$ cat src/rtl/mem_access_unit.sv
// Load/store unit between the pipeline and a word-addressed data memory with a one-cycle ack.
// Optional memory timeout with a BusErr pulse when MEM_TIMEOUT_EN is defined.
module mem_access_unit #(
   parameter int ADDR_W  = 9,
   parameter int TIMEOUT = 15
) (
   input  logic              clk,
   input  logic              reset,
   input  logic              MemRead,
   input  logic              MemWrite,
   input  logic [2:0]        Funct3,
   input  logic [31:0]       Addr,
   input  logic [31:0]       WrData,
   output logic              Stall,
   output logic [31:0]       RdData,
   output logic              Fault,
   output logic              BusErr,
   output logic              mem_req,
   output logic              mem_we,
   output logic [ADDR_W-1:0] mem_addr,
   output logic [31:0]       mem_wdata,
   output logic [3:0]        mem_be,
   input  logic              mem_ack,
   input  logic [31:0]       mem_rdata,
   output logic [1:0]        fsm_state
);

   typedef enum logic [1:0] {IDLE = 2'd0, WAIT = 2'd1, DONE = 2'd2} state_t;

   state_t      state;
   logic [2:0]  acc_funct3;
   logic [1:0]  acc_off;

   logic        req_any;
   logic        is_store;
   logic        size_ok;
   logic        align_ok;
   logic        valid_req;
   logic [3:0]  be_calc;
   logic [31:0] wdata_calc;
   logic [31:0] lane;
   logic [31:0] load_ext;

   wire unused_bits = ^{Addr[31:ADDR_W+2], TIMEOUT[0]};

   assign req_any  = MemRead | MemWrite;
   assign is_store = MemWrite;

   always_comb begin
      size_ok = 1'b0;
      case (Funct3)
         3'b000, 3'b001, 3'b010: size_ok = 1'b1;
         3'b100, 3'b101:         size_ok = ~is_store;
         default:                size_ok = 1'b0;
      endcase
   end

   always_comb begin
      align_ok = 1'b1;
      case (Funct3[1:0])
         2'b01:   align_ok = ~Addr[0];
         2'b10:   align_ok = (Addr[1:0] == 2'b00);
         default: align_ok = 1'b1;
      endcase
   end

   assign valid_req = req_any & size_ok & align_ok;

   always_comb begin
      be_calc    = 4'b1111;
      wdata_calc = WrData;
      case (Funct3[1:0])
         2'b00: begin
            be_calc    = 4'b0001 << Addr[1:0];
            wdata_calc = {4{WrData[7:0]}};
         end
         2'b01: begin
            be_calc    = 4'b0011 << Addr[1:0];
            wdata_calc = {2{WrData[15:0]}};
         end
         default: begin
            be_calc    = 4'b1111;
            wdata_calc = WrData;
         end
      endcase
   end

   // Lane select uses the offset captured at issue, not the live Addr.
   assign lane = mem_rdata >> {acc_off, 3'b000};

   always_comb begin
      load_ext = lane;
      case (acc_funct3)
         3'b000:  load_ext = {{24{lane[7]}}, lane[7:0]};
         3'b001:  load_ext = {{16{lane[15]}}, lane[15:0]};
         3'b100:  load_ext = {24'd0, lane[7:0]};
         3'b101:  load_ext = {16'd0, lane[15:0]};
         default: load_ext = lane;
      endcase
   end

   assign Stall     = ((state == IDLE) && valid_req) || (state == WAIT);
   assign fsm_state = state;

`ifdef MEM_TIMEOUT_EN
   localparam int CNT_W = $clog2(TIMEOUT + 1);
   logic [CNT_W-1:0] tcnt;
`else
   assign BusErr = 1'b0;
`endif

   always_ff @(posedge clk or negedge reset) begin
      if (!reset) begin
         state      <= IDLE;
         mem_req    <= 1'b0;
         mem_we     <= 1'b0;
         mem_addr   <= '0;
         mem_wdata  <= '0;
         mem_be     <= '0;
         RdData     <= '0;
         Fault      <= 1'b0;
         acc_funct3 <= '0;
         acc_off    <= '0;
`ifdef MEM_TIMEOUT_EN
         BusErr     <= 1'b0;
         tcnt       <= '0;
`endif
      end else begin
         Fault <= 1'b0;
`ifdef MEM_TIMEOUT_EN
         BusErr <= 1'b0;
`endif
         case (state)
            IDLE: begin
               if (valid_req) begin
                  mem_req    <= 1'b1;
                  mem_we     <= is_store;
                  mem_addr   <= Addr[ADDR_W+1:2];
                  mem_be     <= be_calc;
                  mem_wdata  <= wdata_calc;
                  acc_funct3 <= Funct3;
                  acc_off    <= Addr[1:0];
`ifdef MEM_TIMEOUT_EN
                  tcnt       <= '0;
`endif
                  state      <= WAIT;
               end else if (req_any) begin
                  Fault <= 1'b1;
               end
            end
            WAIT: begin
               if (mem_ack) begin
                  mem_req <= 1'b0;
                  if (!mem_we) RdData <= load_ext;
                  state   <= DONE;
               end
`ifdef MEM_TIMEOUT_EN
               else if (tcnt == CNT_W'(TIMEOUT - 1)) begin
                  mem_req <= 1'b0;
                  if (!mem_we) RdData <= '0;
                  BusErr  <= 1'b1;
                  state   <= DONE;
               end else begin
                  tcnt <= tcnt + 1'b1;
               end
`endif
            end
            DONE:    state <= IDLE;
            default: state <= IDLE;
         endcase
      end
   end

endmodule

$ cat config.mk
export PLATFORM = sky130hd
export DESIGN_NAME = mem_access_unit
export DESIGN_NICKNAME = d
export VERILOG_FILES = /design/src/rtl/mem_access_unit.sv
export SDC_FILE = /design/constraint.sdc
export NUM_CORES = 1
export LEC_CHECK = 0
export ABC_CLOCK_PERIOD_IN_PS = 2100
export BUFFER_PORTS_ARGS = -buffer_cell sky130_fd_sc_hd__buf_4
export CORE_UTILIZATION = 48
export DETAILED_ROUTE_END_ITERATION = 10
export HOLD_SLACK_MARGIN = 0.06
export PLACE_DENSITY_LB_ADDON = 0.3
export SYNTH_ARGS = -nofsm -noshare
export SYNTH_HDL_FRONTEND = slang
export SYNTH_SLANG_ARGS = --single-unit
$ cat constraint.sdc
create_clock -name clk -period 2.1 [get_ports clk]
set_clock_uncertainty 0.1 [all_clocks]
set_input_delay 0.105 -clock clk [delete_from_list [all_inputs] [get_ports clk]]
set_output_delay 0.105 -clock clk [all_outputs]
set_load 0.02 [all_outputs]
==> metrics.md, run 1 <==
| Metric | Value |
|---|---|
| Status | `finished, final reports clean` |
| Total power density per cell area | `between 1000 and 1500 mW/mm²` |
| DPL Wire Length | `8522 µm` |
| LEAKAGE | `about 3.2 nW` |
| Fin area | `between 0.006 and 0.007 mm²` |
| Insertion delay to the later sink of the worst-skew pair | `between 0.3 and 0.4 ns` |
| Maximum number of buffers from clock root to sink | `2` |
| Placed Area | `roughly 0.0057 mm²` |
| Arrival time of the worst setup path | `about 2.2 ns` |
| Gate family responsible for the most delay along the worst path | `buffers and inverters` |
| Endpoints failing hold | `0` |
| Initial antenna violation count | `0` |
| Buffers on Ports | `between 150 and 200` |
| Max-Cap Viols | `0` |
| Number of instances in the synthesized netlist | `between 300 and 400` |
| Postcts setup bufs | `0` |
| Worst slew pin tran | `slightly above 0.6 ns` |
| Initial standard-cell utilization of the core | `0.4960` |
| Setup CP Type | `in2reg` |
| Routed length per placed instance | `around 19 µm` |
| Detail-routed via count per cell | `5.518` |
| Fin crit share | `0.9517` |
| FF+latch count, synth | `between 80 and 90` |
| Slowest library cell on the worst path | `dlygate4sd3_1` |
| CP Buf/Inv Count | `3` |
| Total GRT Usage | `0.3013` |
| Number of gates given a new drive strength after cts | `0` |
| Non-filler instance count after layout | `around 730` |
| Die outline width | `97.16 µm` |
| Number of distinct standard cells referenced by the synthesized netlist | `35` |
| FF-to-FF End | `RdData[5]` |
| Area of the core | `a little under 0.009 mm²` |
| Area of the mapped netlist | `roughly 0.0043 mm²` |
| Worst R2R Setup Slack | `0.27 ns` |
| Number of routed nets with antenna violations | `0` |
| Worst stage delay on the critical path | `approximately 0.57 ns` |
| Root buffer selected by CTS | `clkbuf_8` |
| Number of nets in the layout | `between 700 and 800` |
| Clock-pin transition on the worst setup and hold timing paths | `around 0.1 ns` |
| First DRT Iteration DRCs | `155` |
| Layout overhead on the synthesized area | `51.78%` |
| Commonest cells after routing, fill and taps aside | `177 x buf_4, 87 x dfrtp_1, 67 x dlygate4sd3_1` |
| Detailed-router iteration count before antenna repair | `4` |
| RSZ-0062 raised after global routing | `false` |
| Fmax | `500.3 MHz` |
| Worst relative slew slack | `0.5888` |
| CTS buffer count | `9` |
| First-pass GRT wire length | `between 20000 and 25000 µm` |
| Crit Path Max Fanout | `4` |
| Max Slew Vio Count | `0` |
| Syn_nets | `494` |
| Launch point of the worst reg-to-reg path | `fsm_state[1]` |
| Die footprint | `0.009440 mm²` |
| Antenna diodes | `0` |
| Crit. path cell count | `7` |
| Total vias in the final route | `4045` |
| Die height | `between 90 and 100 µm` |
| Setup TNS | `0 ns` |
| CP Cell Sequence | `dlygate4sd3_1 > buf_4 > nand2b_1 > a221oi_4 > nand3b_1 > a21oi_1 > dlygate4sd3_1` |
| Most common cell after layout, fill and taps aside | `buf_4` |
| CTS sink count | `between 80 and 90` |
| Share of layout cells above drive strength 1 | `0.4288` |
| Vias in the first global route | `around 4400` |
| Kind of end point of the critical path | `register` |
| Data required, critical path | `2.30 ns` |
| Critical path startpoint category | `input pin` |
| Tightest Hold Check Type | `in2async` |
| Top Ports | `188` |
| Final RePlAce weighted congestion | `between 0.8 and 0.9` |
| GR Overflow Total | `0` |
| Post-Synthesis Mean Instance Area | `around 11 µm²` |
| Minimum clock period after layout | `about 2.0 ns` |
| Total wirelength of the detailed-routed design | `~14000 µm` |
| Total of endpoints with negative setup slack in the final report | `0` |
| Most Frequent Cell on Critical Path | `dlygate4sd3_1` |
| Clock tree from TritonCTS | `done` |
| Portion of the post-synthesis area used by sequential elements | `0.5009` |
| Maximum number of pins on one net before global-route repair | `47` |
| Htree depth | `3` |
| Post-route DRC violation count | `0` |
| Placed cell count | `650` |
| Total power after layout | `8.454 mW` |
| Number of cells on the worst reg-to-reg path | `4` |
| Warnings from Yosys | `0` |
| Number of placement rows | `34` |
| Worst supply voltage drop on vdd | `a little under 0.0007 V` |
-- sequential cells by signal, indices dropped and copies added, names as in the netlist --
signal and cells:
Fault 1, RdData 32, acc_funct3 3, acc_off 2, fsm_state 2, mem_addr 9, mem_be 4, mem_req 1
mem_wdata 32, mem_we 1
-- power breakdown --
group          switching [mW]  internal, mW  total (mW)
sequential              0.519          2.45        2.96
clock                   0.651         0.468        1.12
combinational            2.27          2.10        4.37
-- cell usage after synthesis, drive strengths merged --
master / count / area, µm²
dfrtp: 87 / 2177
mux2: 65 / 765.7
nor2: 42 / 157.7
nand2: 32 / 120.1
a21oi: 19 / 95.09
mux2i: 17 / 170.2
buf: 15 / 108.9
o21ai: 15 / 75.07
clkbuf: 11 / 41.29
a31oi: 9 / 56.30
a211oi: 8 / 60.06
a22o: 8 / 70.07
a22oi: 8 / 60.06
nor2b: 8 / 50.05
o22a: 8 / 70.07
and2: 7 / 43.79
inv: 6 / 22.52
nand2b: 5 / 31.28
ha: 3 / 37.54
nand3b: 2 / 15.01
o31ai: 2 / 15.01
or2: 2 / 12.51
a2111oi: 1 / 8.760
a221o: 1 / 10.01
a221oi: 1 / 26.28
and4b: 1 / 10.01
conb: 1 / 3.750
nand3: 1 / 17.52
o22ai: 1 / 6.260
o31a: 1 / 8.760
-- timing repair --
action,in CTS,in global routing
endpoints found under the setup margin,0,1
endpoints found under the hold margin,147,0
hold buffers,67,0
-- area by class of cell --
type,count,area [µm²]
tap,108,135.1
timing repair buffer,248,2079
inverter,6,22.52
fill,585,2166
multi-input combinational,268,2002
clock inverter,6,43.79
sequential,87,2177
clock buffer,10,137.6
-- layer usage --
metal | vias up | global-route usage | part of all wire
met1 | 1976 | 0.3436 | 0.38
met4 | 0 | 0.1355 | 0.032
met5 | - | 0.005495 | 0
li1 | 1837 | - | -
met2 | 195 | 0.5401 | 0.53
met3 | 37 | 0.06259 | 0.063
-- stage by stage --
stage                     hold WS (ns)    util  worst slack (ns)
after global placement        -0.08466  0.6556            0.1640
after CTS                      0.06322  0.7529            0.1659
after global routing           0.09408  0.7529           0.01496
after floorplan                -0.2906       -            0.2998
after detailed placement      -0.08002  0.6556           0.09089
final                          0.07567  0.7529            0.1013
-- kinds of logic after synthesis --
family	count (synthesis)	synth area share
and+or+nand+nor	100	0.1054
DFF	87	0.5009
AOI/OAI and AO/OA	82	0.1292
muxes	82	0.2153
buffers and inverters	32	0.03972
adders and majority gates	3	0.008636
other	1	0.0008627
-- worst max path at each step --
stage               slack, ns    startpoint            end
floorplan                0.30  fsm_state[1]     RdData[16]
global placement         0.16     Funct3[1]  mem_wdata[27]
detailed placement       0.09     Funct3[1]  mem_wdata[20]
CTS                      0.17     Funct3[2]  mem_wdata[20]
global route             0.01     Funct3[2]   fsm_state[0]
finish                   0.10     Funct3[2]   fsm_state[0]
Power figures use the tool's default switching activity.
==> run 2: changes to the inputs <==
--- a/config.mk
+++ b/config.mk
@@ -5,7 +5,7 @@
 export SDC_FILE = /design/constraint.sdc
 export NUM_CORES = 1
 export LEC_CHECK = 0
-export ABC_CLOCK_PERIOD_IN_PS = 2100
+export ABC_CLOCK_PERIOD_IN_PS = 2200
 export BUFFER_PORTS_ARGS = -buffer_cell sky130_fd_sc_hd__buf_4
 export CORE_UTILIZATION = 48
 export DETAILED_ROUTE_END_ITERATION = 10
==> constraint.sdc (replaced) <==
create_clock -name clk -period 2.2 [get_ports clk]
set_clock_uncertainty 0.1 [all_clocks]
set_input_delay 0.11 -clock clk [delete_from_list [all_inputs] [get_ports clk]]
set_output_delay 0.11 -clock clk [all_outputs]
set_load 0.02 [all_outputs]
==> metrics.md, run 2 (same netlist as run 1, synthesis figures left out) <==
| Metric | Value |
|---|---|
| Status | `finished, final reports clean` |
| Regs by FF count | `RdData: 32 flops, mem_wdata: 32 flops, mem_addr: 9 flops` |
| Setup TNS | `0 ns` |
| Final RePlAce weighted congestion | `roughly 0.85` |
| Max Slew Vio Count | `0` |
| Fin area | `roughly 0.0067 mm²` |
| Switching Share | `0.3921` |
| Start point of the critical path | `Funct3[0]` |
| Die height | `97.16 µm` |
| Number of cells on the worst reg-to-reg path | `4` |
| Setup CP Type | `in2reg` |
| GR Overflow Total | `0` |
| Worst relative slew slack | `0.5564` |
| Total wirelength of the detailed-routed design | `13460 µm` |
| CTS sink count | `87` |
| Combinational group share of total power | `0.507` |
| First DRT Iteration DRCs | `approximately 150` |
| Timing endpoint of the critical path | `mem_wdata[31]` |
| Total power after layout | `just over 8 mW` |
| Maximum number of buffers from clock root to sink | `2` |
| Minimum clock period after layout | `between 2 and 2.5 ns` |
| Worst supply voltage drop on vdd | `approximately 0.00076 V` |
| Clock-pin transition on the worst setup and hold timing paths | `roughly 0.080 ns` |
| CP Cell Sequence | `dlygate4sd3_1 > buf_4 > inv_2 > ha_2 > buf_6 > a22oi_1 > nand2_1 > dlygate4sd3_1 > mux2_2` |
| Tightest Hold Check Type | `in2reg` |
| DPL Wire Length | `roughly 8000 µm` |
| Htree depth | `3` |
| Arrival time of the worst setup path | `between 2 and 2.5 ns` |
| Layout overhead on the synthesized area | `53.74%` |
| Die footprint | `around 0.0094 mm²` |
| RSZ-0062 raised after global routing | `false` |
| First-pass GRT wire length | `between 20000 and 25000 µm` |
| Internal power | `about 5.0 mW` |
| Fin crit share | `0.9791` |
| Routed length per placed instance | `18.32 µm` |
| Data required, critical path | `between 2 and 2.5 ns` |
| Crit Path Max Fanout | `19` |
| Critical path startpoint category | `input pin` |
| Number of nets in the layout | `730` |
| Worst stage delay on the critical path | `0.56 ns` |
| Die outline width | `about 100 µm` |
| Detailed-router iteration count before antenna repair | `4` |
| Max-Cap Viols | `0` |
| Number of routed nets with antenna violations | `0` |
| Initial standard-cell utilization of the core | `0.4960` |
| Sequential power share | `0.343` |
| Root buffer selected by CTS | `clkbuf_8` |
| Launch point of the worst reg-to-reg path | `acc_off[1]` |
| Top Ports | `about 190` |
| Slowest library cell on the worst path | `dlygate4sd3_1` |
| Placed Area | `0.005738 mm²` |
| Area of the core | `0.008763 mm²` |
| CTS buffer count | `9` |
| Insertion delay to the later sink of the worst-skew pair | `about 0.35 ns` |
| Fmax | `464.3 MHz` |
| Count of fill cells added during filler insertion | `about 550` |
| Most common cell after layout, fill and taps aside | `buf_4` |
| Net switching component of the power | `3.227 mW` |
| Total of endpoints with negative setup slack in the final report | `0` |
| Clock tree from TritonCTS | `done` |
| LEAKAGE | `around 3.2 nW` |
| Total vias in the final route | `between 4000 and 5000` |
| Total power density per cell area | `approximately 1200 mW/mm²` |
| Post-route DRC violation count | `0` |
| Worst R2R Setup Slack | `~0.29 ns` |
| Antenna diodes | `0` |
| FF-to-FF End | `RdData[20]` |
| Initial antenna violation count | `0` |
| Kind of end point of the critical path | `register` |
| Number of placement rows | `34` |
| Worst slew pin tran | `0.6609 ns` |
| Endpoints failing hold | `0` |
| Detail-routed via count per cell | `5.473` |
| Most Frequent Cell on Critical Path | `dlygate4sd3_1` |
| Buffers on Ports | `about 170` |
| Total GRT Usage | `0.2856` |
| Clock power share | `0.149` |
| Vias in the first global route | `between 4000 and 5000` |
| Commonest cells after routing, fill and taps aside | `179 x buf_4, 87 x dfrtp_1, 65 x dlygate4sd3_1` |
| Maximum number of pins on one net before global-route repair | `46` |
| Share of layout cells above drive strength 1 | `0.4434` |
run 2: layout make-up:
cell class                      count  area (µm²)  share of cell area
Sequential cell                    87        2177              0.3258
Timing Repair Buffer              251        2112              0.3160
Multi-Input combinational cell    268        2024              0.3029
Clock buffer                       11       141.4             0.02116
Tap cell                          108       135.1             0.02022
Clock inverter                      4       70.07             0.01048
Inverter                            6       22.52            0.003370
run 2: through the flow:
stage	utilization	cells	hold WS, ns	setup WS [ns]
floorplan	-	387	-0.2856	0.3998
global placement	0.6548	649	0.03699	0.2296
detailed placement	0.6548	649	0.04863	0.1457
CTS	0.7543	730	0.07062	0.02063
global route	0.7626	735	0.08784	0.01242
finish	0.7626	735	0.07649	0.04599
run 2: routing by layer:
layer  up-vias  global-route usage  routed length (µm)
li1       1837                   -                   -
met1      1938              0.3284                5200
met2       212              0.5027                6841
met3        36             0.07050                1012
met4         0              0.1251                 410
met5         -                   0                   0
run 2: worst min path at each step:
stage | start | to | slack (ns) | cells after the start
2_1_floorplan | reset | Fault | -0.29 | 0
4_1_cts | mem_rdata[16] | RdData[16] | 0.07 | 4
3_3_place_gp | reset | RdData[4] | 0.04 | 1
5_1_grt | mem_rdata[16] | RdData[16] | 0.09 | 4
6_report | mem_rdata[16] | RdData[16] | 0.08 | 4
3_5_place_dp | reset | RdData[3] | 0.05 | 1
run 2: timing repair:
action | 4_1_cts | 5_1_grt
setup endpoints to repair | 0 | 41
hold buffers | 66 | 0
hold endpoints to repair | 101 | 0
resized for setup | 0 | 11
buffers inserted | 0 | 6
run 2: critical path, delay by kind of cell:
kind / cells / cell delay, ns
buffers and inverters: 5 / 1.44
multiplexers: 1 / 0.27
AND/OR/NAND/NOR: 1 / 0.09
AO/OA/AOI/OAI: 1 / 0.18
adder cells (fa/ha/maj): 1 / 0.19
run 2: power by group through the flow:
stage / Combinational (mW) / Sequential, mW / Clock [mW]
4_1_cts: 4.11 / 2.79 / 1.24
6_report: 4.17 / 2.82 / 1.23
2_1_floorplan: 1.48 / 3.61 / 0
3_5_place_dp: 4.00 / 2.81 / 0
5_1_grt: 4.42 / 2.92 / 1.31
3_3_place_gp: 3.93 / 2.77 / 0
